`config.mk`:
```
export PLATFORM = sky130hd
export DESIGN_NAME = io_supply_seq
export DESIGN_NICKNAME = d
export VERILOG_FILES = /design/src/rtl/io_supply_seq.sv
export SDC_FILE = /design/constraint.sdc
export NUM_CORES = 1
export LEC_CHECK = 0
export ABC_CLOCK_PERIOD_IN_PS = 2260
export CELL_PAD_IN_SITES_DETAIL_PLACEMENT = 1
export CELL_PAD_IN_SITES_GLOBAL_PLACEMENT = 1
export CORE_MARGIN = 8
export CORE_UTILIZATION = 39
export CTS_BUF_LIST = sky130_fd_sc_hd__clkbuf_16
export DETAILED_ROUTE_END_ITERATION = 7
export PLACE_DENSITY_LB_ADDON = 0.1
export SYNTH_ARGS = -nofsm -noshare
export SYNTH_HDL_FRONTEND = slang
export SYNTH_SLANG_ARGS = --single-unit
```
`constraint.sdc`:
```
create_clock -name clk -period 2.26 [get_ports clk]
set_input_delay 0.678 -clock clk [delete_from_list [all_inputs] [get_ports clk]]
set_output_delay 0.678 -clock clk [all_outputs]
set_load 0.1 [all_outputs]
```
`src/rtl/io_supply_seq.sv`:
```
// Ordered power-up/power-down sequencer for the IO pad-ring supply groups.
// Releases pad groups in ascending order after a debounced power-good and drops them in descending order.
module io_supply_seq #(
  parameter int CH          = 4,
  parameter int CNT_W       = 8,
  parameter int SYNC_STAGES = 2
) (
  input  logic             clk,
  input  logic             rst_n,
  input  logic             req_i,
  input  logic [CH-1:0]    pg_i,
  input  logic [CNT_W-1:0] deb_cycles_i,
  input  logic [CNT_W-1:0] gap_cycles_i,
  output logic [CH-1:0]    pad_en_o,
  output logic [CH-1:0]    iso_o,
  output logic             ready_o,
  output logic             fault_o,
  output logic [2:0]       state_o
);

  localparam int IDX_W = (CH > 1) ? $clog2(CH) : 1;
  localparam logic [IDX_W-1:0] LAST = IDX_W'(CH - 1);

  typedef enum logic [2:0] {
    IDLE     = 3'd0,
    WAIT_PG  = 3'd1,
    DEBOUNCE = 3'd2,
    RAMP     = 3'd3,
    ON       = 3'd4,
    SHUTDOWN = 3'd5,
    FAULT    = 3'd6
  } state_t;

  state_t           state;
  logic [CNT_W-1:0] cnt;
  logic [IDX_W-1:0] idx;
  logic [CH-1:0]    pad_en;
  logic [CH-1:0]    iso;
  logic             ready;
  logic             fault;
  logic [CH-1:0]    sync_q [SYNC_STAGES];
  logic             pg_ok;

  // pg_i is asynchronous to clk; only the last stage feeds the FSM
  always_ff @(posedge clk or negedge rst_n) begin
    if (!rst_n) begin
      for (int i = 0; i < SYNC_STAGES; i++) sync_q[i] <= '0;
    end else begin
      sync_q[0] <= pg_i;
      for (int i = 1; i < SYNC_STAGES; i++) sync_q[i] <= sync_q[i-1];
    end
  end

  assign pg_ok = &sync_q[SYNC_STAGES-1];

  always_ff @(posedge clk or negedge rst_n) begin
    if (!rst_n) begin
      state  <= IDLE;
      cnt    <= '0;
      idx    <= '0;
      pad_en <= '0;
      iso    <= '1;
      ready  <= 1'b0;
      fault  <= 1'b0;
    end else begin
      // ready lags the ON state by one edge and drops at once on pg loss
      ready <= (state == ON) && pg_ok;
      case (state)
        IDLE: begin
          pad_en <= '0;
          iso    <= '1;
          fault  <= 1'b0;
          if (req_i) state <= WAIT_PG;
        end
        WAIT_PG: begin
          if (!req_i) begin
            state <= IDLE;
          end else if (pg_ok) begin
            state <= DEBOUNCE;
            cnt   <= '0;
          end
        end
        DEBOUNCE: begin
          if (!req_i) begin
            state <= IDLE;
          end else if (!pg_ok) begin
            state <= WAIT_PG;
          end else if (cnt == deb_cycles_i) begin
            state <= RAMP;
            cnt   <= '0;
            idx   <= '0;
          end else begin
            cnt <= cnt + 1'b1;
          end
        end
        RAMP: begin
          if (!pg_ok) begin
            state  <= FAULT;
            pad_en <= '0;
            iso    <= '1;
            fault  <= 1'b1;
          end else if (!req_i) begin
            // with cnt==0 channel idx is not yet out, so the highest released one is idx-1
            if ((cnt != '0) || (idx != '0)) begin
              state <= SHUTDOWN;
              idx   <= (cnt == '0) ? idx - 1'b1 : idx;
              cnt   <= '0;
            end else begin
              state <= IDLE;
            end
          end else begin
            if (cnt == '0) begin
              pad_en[idx] <= 1'b1;
              iso[idx]    <= 1'b0;
            end
            if ((cnt == '0) && (idx == LAST)) begin
              state <= ON;
            end else if (cnt == gap_cycles_i) begin
              cnt <= '0;
              idx <= idx + 1'b1;
            end else begin
              cnt <= cnt + 1'b1;
            end
          end
        end
        ON: begin
          if (!pg_ok) begin
            state  <= FAULT;
            pad_en <= '0;
            iso    <= '1;
            fault  <= 1'b1;
          end else if (!req_i) begin
            state <= SHUTDOWN;
            idx   <= LAST;
            cnt   <= '0;
          end
        end
        SHUTDOWN: begin
          if (!pg_ok) begin
            state  <= FAULT;
            pad_en <= '0;
            iso    <= '1;
            fault  <= 1'b1;
          end else begin
            if (cnt == '0) begin
              pad_en[idx] <= 1'b0;
              iso[idx]    <= 1'b1;
            end
            if ((cnt == '0) && (idx == '0)) begin
              state <= IDLE;
            end else if (cnt == gap_cycles_i) begin
              cnt <= '0;
              idx <= idx - 1'b1;
            end else begin
              cnt <= cnt + 1'b1;
            end
          end
        end
        FAULT: begin
          pad_en <= '0;
          iso    <= '1;
          fault  <= 1'b1;
          // pg recovery alone never leaves FAULT; software must drop req
          if (!req_i) begin
            state <= IDLE;
            fault <= 1'b0;
          end
        end
        default: begin
          state  <= IDLE;
          pad_en <= '0;
          iso    <= '1;
          fault  <= 1'b0;
        end
      endcase
    end
  end

  assign pad_en_o = pad_en;
  assign iso_o    = iso;
  assign ready_o  = ready;
  assign fault_o  = fault;
  assign state_o  = state;

endmodule

```
* Word-level counts from Yosys, hierarchy flattened
Cells that the tools add are included.
** Operators by class
- Add/subtract/negate cells :: 3
- Order comparisons :: 2
- Equal/unequal tests :: 36
- Mux-type cells :: 65
- Bitwise gates (word level) :: 6
- Reductions and logical operators :: 20
** Operator list (number)
- 8-bit 2-to-1 mux :: 14
- 4-bit 2-to-1 mux :: 12
- 3-bit 2-to-1 mux :: 15
- 8-bit case mux with 5 select lines :: 1
- 4-bit case mux with 4 select lines :: 2
- 2-bit != test (second input constant) :: 15
- 3-bit != test (second input constant) :: 10
- 2-bit 2-to-1 mux :: 14
- 3-bit case mux with 7 select lines :: 1
- 8-bit equality test :: 2
- 14-bit AND reduction :: 1
- 12-bit AND reduction :: 1
- 3-bit equality test (second input constant) :: 3
- 8-bit by 1-bit adder with 8-bit output (second input constant) :: 1
- 4-bit bitwise AND :: 2
- 8-bit logical NOT :: 1
- 4-bit != test (second input constant) :: 2
- 4-bit bitwise OR :: 2
- 2-bit case mux with 4 select lines :: 1
- 8-bit nonzero test :: 1
- 7-bit AND reduction :: 1
- 3-bit by 2-bit equality test with 1-bit output (second input constant) :: 2
- 5-bit AND reduction :: 1
- 5-bit nonzero test :: 1
- 21 further kinds :: 26
** Word-level totals
- Flip-flop bits (word level) :: 31
- Input bits :: 23
- Output and inout bits :: 13

* Longest topological paths before layout
Gate-level depths: netlist of run 1.
- Word-level depth :: 10
- Gate-level depth with buffers :: 9

* Worst setup path after synthesis of run 1
OpenSTA, ideal clock, no wires.
- Path kind :: register to register
- From :: register state[1], in the netlist state_o[1]
- To :: register cnt[2]
- Setup time :: 0.121 ns
- Arrival time :: 2.271 ns
- Required time :: 2.139 ns
- Path slack :: -0.132 ns
- Stages on the path, launching flop included :: 9
- Path buffers :: 2
- Clock period less this slack :: 2.392 ns
- Cell sequence :: dfrtp_1 > buf_2 > nand2b_1 > nor2_1 > a21oi_1 > o2111a_2 > nor2b_4 > buf_6 > a22o_1
** On the way
- Longest elaborated chain between the ends :: 3
** RTL lines
- from (decl) :: line 34 : state_t state;
- from (signal assigned) :: line 58 : state <= IDLE;
- from (signal assigned) :: line 73 : if (req_i) state <= WAIT_PG;
- from (signal assigned) :: line 77 : state <= IDLE;
- 3-bit by 2-bit equality test with 1-bit output, or another cell as far along :: line 68 : case (state)
- 3-bit != test (no line), or another cell as far along
- 12-bit AND reduction (no line)
- to (signal assigned) :: line 93 : cnt <= cnt + 1'b1;
- to (signal assigned) :: line 122 : cnt <= cnt + 1'b1;
- to (signal assigned) :: line 155 : cnt <= cnt + 1'b1;
- to (decl) :: line 35 : logic [CNT_W-1:0] cnt;
Parallel ways exist; a longest one is shown, timed or not.
A chain may end at the register's enable or synchronous reset.

* Worst setup path after layout of run 1
- From :: register state[2], in the netlist state_o[2]
- To :: register cnt[3]
Same word-level chain as after synthesis.

==> results of run 1 <==
-- cells by family after synthesis --
group	synth area share, %
compound gates	23.5
buf+inv	6.46
fa+ha+maj	3.95
mux	1.65
simple gates	15.5
xor+xnor	7.84
flops	41.1
-- power by group --
group,leakage [nW],internal (mW),total [mW],switching (mW)
Clock,0.0812,0.513,0.757,0.244
Combinational,0.663,0.590,1.49,0.903
Sequential,0.379,0.656,0.891,0.235
Total,1.12,1.76,3.14,1.38
-- sequential cells by signal, indices dropped and copies added, names as in the netlist --
register  count
idx           2
state_o       3
iso_o         4
fault_o       1
cnt           8
sync_q        8
pad_en_o      4
ready_o       1
-- synth_stat cells (all sizes together), types with 3 or more instances --
cell / n
a22o: 9
nor2: 9
buf: 8
a21oi: 13
nand3: 6
nor3: 3
and3: 6
a31oi: 3
o21ai: 18
ha: 6
a22oi: 5
o31ai: 3
nor2b: 7
dfstp: 4
nand2: 5
dfrtp: 27
xnor2: 17
clkbuf: 6
inv: 13
nand4: 6
-- what timing repair did --
| action | CTS | global route |
|---|---|---|
| resized for setup | 1 | 4 |
| setup buffers | 0 | 1 |
| cloned | 0 | 1 |
| pin swaps | 0 | 5 |
| endpoints found under the setup margin | 4 | 9 |
-- worst max path at each step --
stage / startpoint / endpoint / slack (ps) / cells after the start
2_1_floorplan: state_o[1] / cnt[2] / 160 / 7
3_3_place_gp: req_i / cnt[2] / -230 / 7
3_5_place_dp: deb_cycles_i[4] / cnt[4] / -310 / 7
4_1_cts: req_i / cnt[4] / 30 / 7
5_1_grt: state_o[2] / cnt[2] / -40 / 6
6_report: state_o[2] / cnt[3] / 40 / 6
-- cell type report --
cell class	instances	share of cell area, %
clock buffer	5	4.83
timing repair buffer	46	18.8
multi-input combinational	142	39.4
clock inverter	3	1.50
inverter	13	1.88
tap	67	3.24
sequential	31	30.3
-- layer usage --
layer / GRT usage (%) / vias up / routed length (µm)
met5: 0 / - / 0
met4: 5.57 / 0 / 85
met3: 4.97 / 9 / 248
met2: 29.8 / 31 / 3070
met1: 16.1 / 861 / 2310
li1: - / 800 / -
==> results.md, run 1 <==
- Status: complete, no violations
- Final setup TNS: 0 ps
- FF-to-FF setup slack: 40 ps
- Pre-CTS WS: -309 ps
- Worst hold margin: 348 ps
- Critical Path RT: 2470 ps
- Final Cell Area: 0.00259 mm²
- Hold Buf Count CTS: 0
- Die width: 85.8 µm
- Slowest-stage cell, CP: dfrtp_2
- Peak supply drop: 0.000518 V
- Dominant cell type by area after synthesis: dfrtp_1
- Max-cap violations: 0
- Antenna viol nets, final: 0
- Vias: 1,701
- Mapped Area: 0.00190 mm²
- Utilization after layout: 54.9%
- Gpl congestion: 0.817
- Total power: 3.14 mW
- Post-synthesis sequential area ratio: 41.1%
- Skew-Pair Late Insertion Delay: 280 ps
- Worst hold endpoint: sync_q[3]
- Critical path's largest stage delay: 570 ps
- Non-filler cells, final: 307
- H-tree depth: 2
- Most frequent cells in the layout: 24 x dfrtp_1, 22 x clkdlybuf4s50_1, 17 x xnor2_1, 17 x buf_4
- Total CTS buffers: 5
- Slew margin rel.: 59.0%
- Total GRT Usage: 15.9%
- Pwr dens: 1210 mW/mm²
- Period utilisation layout: 98.1%
- CP endpoint kind: register
- Worst Hold Depth: 0
- Die footprint: 0.00736 mm²
- Critical Path, Cell by Cell: inv_2 -> nor2_1 -> a21oi_1 -> o31a_2 -> nor2b_4 -> a22o_1
- Crit Path Class: reg2reg
- DR vias/cell: 5.54
- Fin nets: 268
- Clock transition at path regs: 50 ps
- Post-Synthesis Cells: 199
- Antenna violations before repair: 0
- Register cell area after layout: 785 µm²
- Fillcell total: 527
- Async set or reset register ratio after synthesis: 100%
- Critical path arrival: 2430 ps
- DRT iter0 DRCs: 87
- Buf/Inv on CP: 1
- Pins over their slew limit: 0
- Post-route setup slack: 42.0 ps
- Seq cells post-synth: 31
- Placed inst area: 0.00239 mm²
- Worst path top cell family by delay: simple AND/OR/NAND/NOR gates
- First-pass GRT wire length: 9200 µm
- Netlist cell types: 46
- Synth top area share: 35.6%
- Largest cells by area after synthesis: dfrtp_1 36%, xnor2_1 7.8%, dfstp_2 5.5%, a22o_1 4.2%, ha_1 4.0%
- Commonest non-fill, non-tap cell in the layout: dfrtp_1
- Startpoint types: register
- Vias in the first global route: 1,896
- Synth warn: 0
- Antenna diodes: 0
- Starting density of the core: 40.2%
- Slew @ Worst Pin: 613 ps
- Setup violations, final: 0
- P&R area growth vs syn: 36.4%
- CP max FO: 15
- Std cell rows: 25
- RR Startpoint: state_o[2]
- Die Y-Extent: 85.8 µm
- Worst R2R End: cnt[3]
- Multi-input logic area: 0.00102 mm²
- Syn nets: 228
- CTS max path bufs: 2
- Routed WL: 5720 µm
- Sink Count: 31
- CTS Root Buffer Type: clkbuf_16
- Pin count of the biggest net entering global routing: 32
- Min Tclk post-route: 2220 ps
- WL/cell: 18.6 µm
- Port-buffer cells: 35
- TritonRoute pass-1 iters: 4
- Synthesized area per cell: 9.54 µm²
- Layout cells sized above 1: 21.7%
- Congestion Overflow GR: 0
- Remaining routing DRC violations: 0
- Hold_sp: sync_q[7]
- Detail Placement HPWL: 4050 µm
- Worst Hold Class: reg2reg
- Placed Instances: 297
- I/O Pins: 36
- Fmax: 0.451 GHz
- Main synth FF type: dfrtp_1
- Leak Pwr: 1.12 nW
- CTS tree: built
- Post-synth EDFFs: 0
- Core area: 0.00472 mm²
- Endpoints failing hold: 0
- FF-to-FF path depth: 6
- Layout Skew: 7.27 ps
Power figures use the tool's default switching activity.
==> run 2: changes to the inputs <==
--- a/config.mk
+++ b/config.mk
@@ -5,7 +5,7 @@
 export SDC_FILE = /design/constraint.sdc
 export NUM_CORES = 1
 export LEC_CHECK = 0
-export ABC_CLOCK_PERIOD_IN_PS = 2260
+export ABC_CLOCK_PERIOD_IN_PS = 2400
 export CELL_PAD_IN_SITES_DETAIL_PLACEMENT = 1
 export CELL_PAD_IN_SITES_GLOBAL_PLACEMENT = 1
 export CORE_MARGIN = 8
==> constraint.sdc (replaced) <==
create_clock -name clk -period 2.4 [get_ports clk]
set_input_delay 0.72 -clock clk [delete_from_list [all_inputs] [get_ports clk]]
set_output_delay 0.72 -clock clk [all_outputs]
set_load 0.1 [all_outputs]
==> results.md, run 2 (same netlist as run 1, synthesis figures left out) <==
- Status: complete, no violations
- Endpoints failing hold: 0 (unchanged)
- Pre-CTS WS: -276 ps (+32.3 ps)
- Crit Path Class: in2reg
- Antenna diodes: 0 (unchanged)
- CP max FO: 8 (-7)
- Gpl congestion: 0.818 (+0.16%)
- Largest regs: cnt (8), sync_q (8)
- Worst hold margin: 350 ps (+1.86 ps)
- Total CTS buffers: 5 (unchanged)
- Detail Placement HPWL: 4090 µm (+1.1%)
- I/O Pins: 36 (unchanged)
- P&R area growth vs syn: 34.5%
- Vias in the first global route: 1,865 (-1.6%)
- Antenna viol nets, final: 0 (unchanged)
- DRT iter0 DRCs: 94 (+8.0%)
- Critical Path RT: 2550 ps (+80 ps)
- M1 GR Usage: 15.9% (-0.18 points)
- Fmax: 0.431 GHz
- CTS Root Buffer Type: clkbuf_16
- Core area: 0.00472 mm² (unchanged)
- H-tree depth: 2 (unchanged)
- Grt met2 use: 27.4% (-2.4 points)
- Setup violations, final: 0 (unchanged)
- Pwr dens: 1140 mW/mm² (-6.0%)
- Antenna violations before repair: 0 (unchanged)
- Slew margin rel.: 58.6% (-0.41 points)
- TritonRoute pass-1 iters: 4 (unchanged)
- Utilization after layout: 54.1% (-0.77 points)
- Sink Count: 31 (unchanged)
- Min Tclk post-route: 2320 ps
- Die Y-Extent: 85.8 µm (unchanged)
- Pin count of the biggest net entering global routing: 32 (unchanged)
- Commonest non-fill, non-tap cell in the layout: dfrtp_1
- DR vias/cell: 5.58 (+0.77%)
- Period utilisation layout: 96.7%
- Busiest grt layer: met2
- Fin nets: 266 (-0.75%)
- Worst Hold Class: reg2reg
- Post-CTS Setup Inserts: 0 (unchanged)
- Die footprint: 0.00736 mm² (unchanged)
- Routed WL: 5360 µm (-6.2%)
- Congestion Overflow GR: 0 (unchanged)
- Skew-Pair Late Insertion Delay: 280 ps (about the same)
- Die width: 85.8 µm (unchanged)
- CTS max path bufs: 2 (unchanged)
- Most frequent cells in the layout: 27 x dfrtp_1, 22 x clkdlybuf4s50_1, 17 x xnor2_1, 16 x buf_4, 12 x a21oi_1
- First-pass GRT wire length: 8840 µm (-3.9%)
- Worst Hold Depth: 0 (unchanged)
- Final setup TNS: 0 ps (unchanged)
- Slew @ Worst Pin: 621 ps (+8.49 ps)
- Peak supply drop: 0.000436 V (-16%)
- Total GRT Usage: 15.0% (-0.91 points)
- Vias: 1,703 (+0.12%)
- Unrepaired setup endpoints after global routing: yes
- Std cell rows: 25 (unchanged)
- Max-cap violations: 0 (unchanged)
- Post-route setup slack: 78.3 ps (+36.3 ps)
- FF-to-FF path depth: 8 (+2)
- Startpoint types: input pin
- Leak Pwr: 1.12 nW (-0.55%)
- Clock transition at path regs: 50 ps (about the same)
- CP endpoint kind: register
- Pins over their slew limit: 0 (unchanged)
- Remaining routing DRC violations: 0 (unchanged)
- Layout Skew: 5.35 ps (-1.92 ps)
- Critical path arrival: 2470 ps (+40 ps)
- Layout cells sized above 1: 18.5% (-3.2 points)
- CTS tree: built
- WL/cell: 17.6 µm (-5.6%)
- Starting density of the core: 40.2% (unchanged)
- Met3 global-route usage: 4.30% (-0.67 points)
- Port-buffer cells: 35 (unchanged)
run 2: cell types whose count changed in the layout (fill, tap and decap cells not counted), sizes merged:
cell / before / now
buf: 24 / 23
o2111a: 3 / 2
run 2: worst max-delay path, stage by stage:
cell and delay, ps:
clkdlybuf4s50_1 530, nor2b_1 240, and3_1 210, nand3_1 110, o2111a_2 240, nor2b_4 180, a22o_1 230
run 2: cell type report:
| class | count | area [µm²] |
|---|---|---|
| Fill cell | 506 | 2170 |
| Multi-Input combinational cell | 141 | 997 |
| Sequential cell | 31 | 781 |
| Timing Repair Buffer | 45 | 480 |
| Clock buffer | 5 | 125 |
| Tap cell | 67 | 83.8 |
| Inverter | 13 | 48.8 |
| Clock inverter | 3 | 38.8 |
run 2: metal layers:
| metal | part of all wire [%] | up-vias |
|---|---|---|
| met5 | 0 | - |
| met1 | 41 | 834 |
| met2 | 52 | 52 |
| met4 | 1.4 | 0 |
| met3 | 5.5 | 15 |
| li1 | - | 802 |
run 2: what timing repair did:
action,in CTS,in global routing
resized for setup,1,0
hold endpoints to repair,0,0
pin swaps,0,2
hold buffers,0,0
endpoints found under the setup margin,1,3
run 2: where the power goes:
part / total [mW] / switching (mW) / internal [mW] / leakage [nW]
sequential: 0.813 / 0.200 / 0.613 / 0.382
clock: 0.712 / 0.228 / 0.483 / 0.0812
combinational: 1.39 / 0.835 / 0.552 / 0.654
total: 2.91 / 1.26 / 1.65 / 1.12
run 2: final timing paths:
| check | start | to | slack, ps |
|---|---|---|---|
| max | req_i | cnt[4] | 80 |
| min | sync_q[7] | sync_q[3] | 350 |
| max reg2reg | cnt[0] | cnt[4] | 220 |
| min reg2reg | sync_q[7] | sync_q[3] | 350 |
| max in group asynchronous | rst_n | iso_o[2] | 1210 |
| min in group asynchronous | rst_n | cnt[1] | 850 |
run 2: metrics by stage:
| stage | instances | power [mW] | instance area [µm²] |
|---|---|---|---|
| finish | 305 | 2.91 | 2550 |
| global route | 305 | 3.09 | 2550 |
| CTS | 305 | 2.93 | 2550 |
| detailed placement | 297 | 2.20 | 2390 |
| global placement | 297 | 2.12 | 2390 |
| floorplan | 199 | 1.76 | 1900 |
